File: src/rtl/redirect_ctrl_pkg.sv
// Shared types for the redirect controller: redirect causes, FSM states and
// the saturating event-counter helper.
`ifndef ALEN
`define ALEN 32
`endif

package redirect_ctrl_pkg;

   typedef enum logic [1:0] {
      CAUSE_NONE       = 2'd0,
      CAUSE_FENCE      = 2'd1,
      CAUSE_MISPREDICT = 2'd2,
      CAUSE_TRAP       = 2'd3
   } cause_e;

   typedef enum logic [1:0] {
      ST_IDLE     = 2'd0,
      ST_FLUSH    = 2'd1,
      ST_REDIRECT = 2'd2
   } state_e;

   localparam int CNT_W = 4;
   localparam logic [31:0] COUNT_MAX = 32'hFFFF_FFFF;

   function automatic logic [31:0] sat_inc(input logic [31:0] v);
      logic [31:0] r;
      if (v == COUNT_MAX) begin
         r = v;
      end else begin
         r = v + 32'd1;
      end
      return r;
   endfunction

endpackage

File: src/rtl/redirect_ctrl_if.sv
// Request/redirect bundle between the pipeline's redirect sources, the
// controller and the fetch unit.
`ifndef ALEN
`define ALEN 32
`endif

interface redirect_ctrl_if #(parameter int ALEN = `ALEN);
   logic            trap_valid;
   logic [ALEN-1:0] trap_target;
   logic            mispredict_valid;
   logic [ALEN-1:0] mispredict_target;
   logic            fence_valid;
   logic [ALEN-1:0] fence_target;
   logic            fetch_ready;
   logic            pipeline_flush;
   logic            fetch_redirect_valid;
   logic [ALEN-1:0] fetch_redirect_addr;
   logic [1:0]      fetch_redirect_cause;
   logic            busy;
   logic [31:0]     mispredict_count;

   modport slave (
      input  trap_valid, trap_target, mispredict_valid, mispredict_target,
             fence_valid, fence_target, fetch_ready,
      output pipeline_flush, fetch_redirect_valid, fetch_redirect_addr,
             fetch_redirect_cause, busy, mispredict_count
   );

   modport master (
      output trap_valid, trap_target, mispredict_valid, mispredict_target,
             fence_valid, fence_target, fetch_ready,
      input  pipeline_flush, fetch_redirect_valid, fetch_redirect_addr,
             fetch_redirect_cause, busy, mispredict_count
   );
endinterface

File: src/rtl/redirect_ctrl_arb.sv
// Fixed-priority selector among the three redirect sources:
// trap beats mispredict beats fence.
`ifndef ALEN
`define ALEN 32
`endif

module redirect_arb
   import redirect_ctrl_pkg::*;
#(
   parameter int ALEN = `ALEN
) (
   input  logic            trap_valid_i,
   input  logic [ALEN-1:0] trap_target_i,
   input  logic            mispredict_valid_i,
   input  logic [ALEN-1:0] mispredict_target_i,
   input  logic            fence_valid_i,
   input  logic [ALEN-1:0] fence_target_i,
   output logic            req_valid_o,
   output logic [ALEN-1:0] req_target_o,
   output cause_e          req_cause_o
);

   // Pick the highest-priority valid request.
   always_comb begin
      req_valid_o  = 1'b0;
      req_target_o = {ALEN{1'b0}};
      req_cause_o  = CAUSE_NONE;
      if (trap_valid_i) begin
         req_valid_o  = 1'b1;
         req_target_o = trap_target_i;
         req_cause_o  = CAUSE_TRAP;
      end else if (mispredict_valid_i) begin
         req_valid_o  = 1'b1;
         req_target_o = mispredict_target_i;
         req_cause_o  = CAUSE_MISPREDICT;
      end else if (fence_valid_i) begin
         req_valid_o  = 1'b1;
         req_target_o = fence_target_i;
         req_cause_o  = CAUSE_FENCE;
      end else begin
         req_valid_o  = 1'b0;
         req_target_o = {ALEN{1'b0}};
         req_cause_o  = CAUSE_NONE;
      end
   end

endmodule

File: src/rtl/redirect_ctrl.sv
// Redirect controller: arbitrates trap/mispredict/fence requests, holds the
// pipeline flush for a fixed number of cycles, then offers the redirect to fetch.
`ifndef ALEN
`define ALEN 32
`endif

module redirect_ctrl
   import redirect_ctrl_pkg::*;
#(
   parameter int ALEN         = `ALEN,
   parameter int FLUSH_CYCLES = 2
) (
   input  logic            clk,
   input  logic            rst,
   redirect_ctrl_if.slave  bus
);

   localparam logic [CNT_W-1:0] CNT_LOAD  = CNT_W'(FLUSH_CYCLES - 1);
   localparam logic [CNT_W-1:0] CNT_ZERO  = {CNT_W{1'b0}};
   localparam logic [CNT_W-1:0] CNT_ONE   = {{(CNT_W-1){1'b0}}, 1'b1};
   localparam logic [ALEN-1:0]  ADDR_MASK = {{(ALEN-1){1'b1}}, 1'b0};

   state_e           state_q, state_d;
   logic [CNT_W-1:0] cnt_q, cnt_d;
   logic [ALEN-1:0]  addr_q, addr_d;
   cause_e           cause_q, cause_d;
   cause_e           cause_out_q, cause_out_d;
   logic             flush_q, flush_d;
   logic             valid_q, valid_d;
   logic             busy_q, busy_d;
   logic [31:0]      mcount_q, mcount_d;

   logic             arb_valid_s;
   logic [ALEN-1:0]  arb_target_s;
   cause_e           arb_cause_s;

   redirect_arb #(.ALEN(ALEN)) u_arb (
      .trap_valid_i        (bus.trap_valid),
      .trap_target_i       (bus.trap_target),
      .mispredict_valid_i  (bus.mispredict_valid),
      .mispredict_target_i (bus.mispredict_target),
      .fence_valid_i       (bus.fence_valid),
      .fence_target_i      (bus.fence_target),
      .req_valid_o         (arb_valid_s),
      .req_target_o        (arb_target_s),
      .req_cause_o         (arb_cause_s)
   );

   // Next-state, latched redirect and output decode.
   always_comb begin
      state_d  = state_q;
      cnt_d    = cnt_q;
      addr_d   = addr_q;
      cause_d  = cause_q;
      mcount_d = mcount_q;
      case (state_q)
         ST_IDLE: begin
            if (arb_valid_s) begin
               state_d = ST_FLUSH;
               cnt_d   = CNT_LOAD;
               addr_d  = arb_target_s & ADDR_MASK;
               cause_d = arb_cause_s;
               if (arb_cause_s == CAUSE_MISPREDICT) begin
                  mcount_d = sat_inc(mcount_q);
               end else begin
                  mcount_d = mcount_q;
               end
            end else begin
               state_d = ST_IDLE;
            end
         end
         ST_FLUSH: begin
            // Only a trap can preempt; younger mispredict/fence are being flushed.
            if (bus.trap_valid) begin
               cnt_d   = CNT_LOAD;
               addr_d  = bus.trap_target & ADDR_MASK;
               cause_d = CAUSE_TRAP;
            end else if (cnt_q == CNT_ZERO) begin
               state_d = ST_REDIRECT;
            end else begin
               cnt_d = cnt_q - CNT_ONE;
            end
         end
         ST_REDIRECT: begin
            // A trap restarts the flush whether or not this handshake completes.
            if (bus.trap_valid) begin
               state_d = ST_FLUSH;
               cnt_d   = CNT_LOAD;
               addr_d  = bus.trap_target & ADDR_MASK;
               cause_d = CAUSE_TRAP;
            end else if (bus.fetch_ready) begin
               state_d = ST_IDLE;
               cause_d = CAUSE_NONE;
            end else begin
               state_d = ST_REDIRECT;
            end
         end
         default: begin
            state_d = ST_IDLE;
            cnt_d   = CNT_ZERO;
            cause_d = CAUSE_NONE;
         end
      endcase

      flush_d = (state_d == ST_FLUSH);
      valid_d = (state_d == ST_REDIRECT);
      busy_d  = (state_d != ST_IDLE);
      if (valid_d) begin
         cause_out_d = cause_d;
      end else begin
         cause_out_d = CAUSE_NONE;
      end
   end

   // State and registered outputs.
   always_ff @(posedge clk or negedge rst) begin
      if (!rst) begin
         state_q     <= ST_IDLE;
         cnt_q       <= CNT_ZERO;
         addr_q      <= {ALEN{1'b0}};
         cause_q     <= CAUSE_NONE;
         cause_out_q <= CAUSE_NONE;
         flush_q     <= 1'b0;
         valid_q     <= 1'b0;
         busy_q      <= 1'b0;
         mcount_q    <= 32'h0000_0000;
      end else begin
         state_q     <= state_d;
         cnt_q       <= cnt_d;
         addr_q      <= addr_d;
         cause_q     <= cause_d;
         cause_out_q <= cause_out_d;
         flush_q     <= flush_d;
         valid_q     <= valid_d;
         busy_q      <= busy_d;
         mcount_q    <= mcount_d;
      end
   end

   assign bus.pipeline_flush       = flush_q;
   assign bus.fetch_redirect_valid = valid_q;
   assign bus.fetch_redirect_addr  = addr_q;
   assign bus.fetch_redirect_cause = cause_out_q;
   assign bus.busy                 = busy_q;
   assign bus.mispredict_count     = mcount_q;

endmodule

File: src/flat_wrapper.sv
// flat-port wrapper written by rule: the top's interface ports become plain ports
module redirect_ctrl_flat import redirect_ctrl_pkg::*;
#(
   parameter int ALEN         = `ALEN,
   parameter int FLUSH_CYCLES = 2
)
  (clk, rst, bus_trap_valid, bus_trap_target, bus_mispredict_valid, bus_mispredict_target, bus_fence_valid, bus_fence_target, bus_fetch_ready, bus_pipeline_flush, bus_fetch_redirect_valid, bus_fetch_redirect_addr, bus_fetch_redirect_cause, bus_busy, bus_mispredict_count);
  redirect_ctrl_if #(.ALEN(ALEN)) bus_i ();
  input  logic clk;
  input  logic rst;
  input wire logic [$bits(bus_i.trap_valid)-1:0] bus_trap_valid;
  input wire logic [$bits(bus_i.trap_target)-1:0] bus_trap_target;
  input wire logic [$bits(bus_i.mispredict_valid)-1:0] bus_mispredict_valid;
  input wire logic [$bits(bus_i.mispredict_target)-1:0] bus_mispredict_target;
  input wire logic [$bits(bus_i.fence_valid)-1:0] bus_fence_valid;
  input wire logic [$bits(bus_i.fence_target)-1:0] bus_fence_target;
  input wire logic [$bits(bus_i.fetch_ready)-1:0] bus_fetch_ready;
  output wire logic [$bits(bus_i.pipeline_flush)-1:0] bus_pipeline_flush;
  output wire logic [$bits(bus_i.fetch_redirect_valid)-1:0] bus_fetch_redirect_valid;
  output wire logic [$bits(bus_i.fetch_redirect_addr)-1:0] bus_fetch_redirect_addr;
  output wire logic [$bits(bus_i.fetch_redirect_cause)-1:0] bus_fetch_redirect_cause;
  output wire logic [$bits(bus_i.busy)-1:0] bus_busy;
  output wire logic [$bits(bus_i.mispredict_count)-1:0] bus_mispredict_count;
  assign bus_i.trap_valid = bus_trap_valid;
  assign bus_i.trap_target = bus_trap_target;
  assign bus_i.mispredict_valid = bus_mispredict_valid;
  assign bus_i.mispredict_target = bus_mispredict_target;
  assign bus_i.fence_valid = bus_fence_valid;
  assign bus_i.fence_target = bus_fence_target;
  assign bus_i.fetch_ready = bus_fetch_ready;
  assign bus_pipeline_flush = bus_i.pipeline_flush;
  assign bus_fetch_redirect_valid = bus_i.fetch_redirect_valid;
  assign bus_fetch_redirect_addr = bus_i.fetch_redirect_addr;
  assign bus_fetch_redirect_cause = bus_i.fetch_redirect_cause;
  assign bus_busy = bus_i.busy;
  assign bus_mispredict_count = bus_i.mispredict_count;
  redirect_ctrl #(.ALEN(ALEN), .FLUSH_CYCLES(FLUSH_CYCLES)) u_core (.clk(clk), .rst(rst), .bus(bus_i));
endmodule
File: config.mk
export PLATFORM = sky130hd
export DESIGN_NAME = redirect_ctrl_flat
export DESIGN_NICKNAME = d
export VERILOG_FILES = /design/src/rtl/redirect_ctrl_pkg.sv /design/src/rtl/redirect_ctrl_if.sv /design/src/rtl/redirect_ctrl_arb.sv /design/src/rtl/redirect_ctrl.sv /design/src/flat_wrapper.sv
export SDC_FILE = /design/constraint.sdc
export NUM_CORES = 1
export LEC_CHECK = 0
export CORE_MARGIN = 2
export CORE_UTILIZATION = 35
export DETAILED_ROUTE_END_ITERATION = 10
export PLACE_DENSITY = 0.66
export SYNTH_ARGS = -nofsm -noshare
export SYNTH_HDL_FRONTEND = slang
export SYNTH_HIERARCHICAL = 1
export SYNTH_SLANG_ARGS = --single-unit
File: constraint.sdc
create_clock -name clk -period 2.6 [get_ports clk]
set_clock_uncertainty 0.2 [all_clocks]
set_input_delay 0.52 -clock clk [delete_from_list [all_inputs] [get_ports clk]]
set_output_delay 0.52 -clock clk [all_outputs]
set_load 0.005 [all_outputs]
-- Word level (Yosys, flattened, before mapping)
Index checks and enable logic that the tools add are counted.
- register bits: 77
- input bits: 102
- output and inout port bits: 69
- word-level logic and storage cells: 59
- $add $sub $neg: 2
- equality and inequality tests: 10
- multiplexer cells: 29
- bitwise gates (word level): 1
- reduce and logical (&&, ||, !) cells: 8
- operator list (kind ; count):
    $mux W32 ; 5
    $pmux W32 S2 ; 1
    $add A32 B1 Y32 const B ; 1
    $eq A32 B32 Y1 const B ; 1
    $mux W2 ; 11
    $mux W4 ; 4
    $pmux W2 S3 ; 2
    $pmux W4 S3 ; 1
    $eq A2 B2 Y1 const B ; 3
    $reduce_and A3 Y1 ; 2
    $mux W1 ; 5
    $eq A2 B1 Y1 const B ; 2
    $logic_not A4 Y1 ; 1
    $ne A2 B1 Y1 const B ; 2
    $reduce_and A4 Y1 ; 1
    $reduce_bool A2 Y1 ; 2
    $sub A4 B1 Y4 const B ; 1
    $ne A3 B3 Y1 const B ; 1
    $logic_not A2 Y1 ; 1
    $ne A2 B2 Y1 const B ; 1
    $reduce_or A2 Y1 ; 1
    $not A1 Y1 ; 1

-- Logic depth before layout (Yosys ltp)
- depth after elaboration: 7
- depth in mapped cells: 9
- gate-level depth less buffers: 7

-- Hierarchy
The synthesis kept the hierarchy.
- modules (own cells, without submodules) (module ; instances ; cells each ; area an instance (um^2) ; seq. area each (um^2)):
    redirect_ctrl ; 1 ; 350 ; 3724.8 ; 1901.8
    redirect_arb ; 1 ; 150 ; 1183.6 ; 0.0

-- Least setup slack after synthesis
OpenSTA, ideal clock, no wires.
- path type: input to register
- start: in bus_fence_valid
- end: reg u_core.mcount_q[31] (netlist: u_core/bus.mispredict_count[31])
- setup time: 125 ps
- data arrival time: 1973 ps
- data required time: 2275 ps
- setup slack: 302 ps
- stages on the path: 7
- buffers on the path: 2
- cell sequence: buf_4 -> or3_1 -> and4b_2 -> and3_1 -> buf_4 -> nand4_2 -> mux2_4
- elaborated cells between the ends (all ways): 8
- those cells by class: eq/ne (1); mux (6); reduce/logical (1)
- RTL lines (element ; line ; text):
    start: declaration ; flat_wrapper.sv:15 ; input wire logic [$bits(bus_i.fence_valid)-1:0] bus_fence_valid;
    $mux W1 ; redirect_ctrl_arb.sv:36 ; end else if (fence_valid_i) begin
    $mux W1 ; redirect_ctrl_arb.sv:32 ; end else if (mispredict_valid_i) begin
    $mux W1 ; redirect_ctrl_arb.sv:28 ; if (trap_valid_i) begin
    net u_core.arb_valid_s ; redirect_ctrl.sv:33 ; logic arb_valid_s;
    $reduce_and A4 Y1 (no line) ; - ;
    end signal: assignment ; redirect_ctrl.sv:136 ; mcount_q <= mcount_d;
    end: declaration ; redirect_ctrl.sv:31 ; logic [31:0] mcount_q, mcount_d;
The timed path passes the listed nets, and every way through them passes these cells.
A chain may end at the register's enable or synchronous reset.

-- Worst setup path after layout
Ends and elaborated chain as after synthesis.

==> results.sh <==
export IMPL_pre_cts_slack_ns=-0.293
export IMPL_path_max_fanout=4
export IMPL_fp_dieW_um=122
export IMPL_vias=4259
export IMPL_core_rowCount=43
export IMPL_layout_setup_ws_ns=0.201
export IMPL_area_growth_pct=43.0
export IMPL_syn_area_per_cell_um2=9.83
export IMPL_clockRootBuffer="clkbuf_16"
export IMPL_syn_inst=496
export IMPL_cap_viol_max_count=0
export IMPL_leakage_nw=2.76
export IMPL_drtIter0Drc=274
export IMPL_ir_drop_v=0.000337
export IMPL_io_pins=171
export IMPL_die_area_um2=14900
export IMPL_post_cts_resized=0
export IMPL_cp_required_ns=2.62
export IMPL_diodes=0
export IMPL_cts_buffer_depth=2
export IMPL_numCtsBuffers=9
export IMPL_wl_per_cell_um=15.6
export IMPL_grt_pass1_vias=4182
export IMPL_arrival_ns=2.41
export IMPL_post_cts_buffers=0
export IMPL_drt_total_wl_mm=13.2
export IMPL_gp_congestion=0.784
export IMPL_cts_sinks=76
export IMPL_placedCellCount=825
export IMPL_fin_crit_ns=2.40
export IMPL_busiest_layer="met2"
export IMPL_regToRegStartpoint="u_core/state_q[1]$_DFF_PN0_"
export IMPL_critPathLaunchType="primary input"
export IMPL_core_um2=13700
export IMPL_hp_class="in -> async"
export IMPL_vias_per_cell=5.06
export IMPL_hold_buffers=0
export IMPL_grt_overflow_total=0
export IMPL_grt_max_degree=63
export IMPL_multi_input_area_um2=2720
export IMPL_end_kind="flop"
export IMPL_status="finished, final reports clean"
export IMPL_syn_area_um2=4880
export IMPL_grt_use_met2_pct=29.6
export IMPL_drive_above_1_share_pct=16.9
export IMPL_crit_type="in -> reg"
export IMPL_slew_violations=0
export IMPL_layout_common_cells="clkdlybuf4s50_1, dfrtp_1, a21oi_2"
export IMPL_ant_nets=0
export IMPL_grt_pass1_wl_mm=21.0
export IMPL_die_y_um=122
export IMPL_firstDrtPassIters=4
export IMPL_setup_viol=0
export IMPL_fin_cells=841
export IMPL_power_density_nw_per_um2=832
export IMPL_h_tree_depth=3
export IMPL_synth_nets=605
export IMPL_r2r_end="u_core/bus.mispredict_count[22]$_DFFE_PN0P_"
export IMPL_r2r_slack_ns=0.37
export IMPL_period_share_pct=92.3
export IMPL_initial_utilization_pct=35.5
export IMPL_max_freq_mhz=417
export IMPL_ys_warn_count=6
export IMPL_cts_tree="built"
export IMPL_clock_latency_ns=0.33
export IMPL_groute_usage_overall_pct=17.9
export IMPL_rsz0062_at_grt="no"
export IMPL_hpwl_mm=9.80
export IMPL_grt_use_met3_pct=6.88
export IMPL_clkTransAtPathRegs_ns=0.06
export IMPL_hold_viol_final=0
export IMPL_postLayoutCellArea_um2=6970
export IMPL_n_fill_cell=1278
export IMPL_portBuffers=166
export IMPL_drc=0
export IMPL_reg2reg_depth=7
export IMPL_regArea_um2=1900
export IMPL_nets=765
export IMPL_use_met1_pct=21.4
export IMPL_slew_headroom_pct=51.0
export IMPL_antenna_found_initial=0
export IMPL_max_slew_worst_pin_slew_ns=0.735
export IMPL_postPlaceCellArea_um2=6650
export IMPL_final_common_cell="clkdlybuf4s50_1"
[power by group]
group          switching (mW)  leakage [nW]  internal [mW]
sequential              0.240         0.950           1.57
clock                   0.495         0.149          0.841
combinational            1.26          1.66           1.40
total                    1.99          2.76           3.81
[how the worst max path moves through the flow]
| stage | startpoint | end | slack [ns] | cells after the start |
|---|---|---|---|---|
| 6_report | bus_fence_valid | u_core/bus.mispredict_count[31]$_DFFE_PN0P_ | 0.20 | 7 |
| 2_1_floorplan | bus_fence_valid | u_core/bus.mispredict_count[31]$_DFFE_PN0P_ | 0.31 | 7 |
| 3_3_place_gp | bus_fence_valid | u_core/bus.mispredict_count[7]$_DFFE_PN0P_ | -0.27 | 7 |
| 4_1_cts | bus_fence_valid | u_core/bus.mispredict_count[11]$_DFFE_PN0P_ | 0.06 | 7 |
| 3_5_place_dp | bus_fence_valid | u_core/bus.mispredict_count[11]$_DFFE_PN0P_ | -0.29 | 7 |
| 5_1_grt | bus_fence_valid | u_core/bus.mispredict_count[31]$_DFFE_PN0P_ | 0.15 | 7 |
[through the flow]
| step | utilization [%] | total power, mW | hold slack, ns | setup TNS, ns |
|---|---|---|---|---|
| finish | 50.8 | 5.80 | 0.0540 | 0 |
| global route | 50.8 | 6.23 | 0.111 | 0 |
| CTS | 50.8 | 5.88 | 0.0806 | 0 |
| detailed placement | 48.5 | 4.51 | 0.301 | -3.47 |
| global placement | 48.5 | 4.43 | 0.276 | -3.06 |
| floorplan | - | 3.24 | 0.0244 | 0 |
[routing by layer]
layer,vias up,part of all wire [%]
met5,-,0
met4,0,1.8
met3,16,9.4
met2,158,47
met1,2008,42
li1,2077,-
[registers in the layout (all words and copies together) (netlist names)]
register and count:
u_core/bus.busy 1, u_core/cause_q 2, u_core/cnt_q 4, u_core/bus.mispredict_count 32, u_core/bus.fetch_redirect_valid 1, u_core/bus.fetch_redirect_addr 31, u_core/bus.fetch_redirect_cause 2, u_core/state_q 2
u_core/bus.pipeline_flush 1
[worst max-delay path, stage by stage]
cell	delay, ns
clkdlybuf4s50_1	0.44
or3_1	0.41
and4b_2	0.27
buf_4	0.15
and3_1	0.21
nand4_2	0.11
mux2_4	0.30
[final cells by class]
type,instances,share of cell area [%]
Clock buffer,10,3.28
Clock inverter,6,1.27
Sequential cell,76,27.3
Timing Repair Buffer,181,25.4
Tap cell,180,3.23
Inverter,9,0.484
Multi-Input combinational cell,379,39.0
Note: power is estimated with default switching activity, not from simulation.
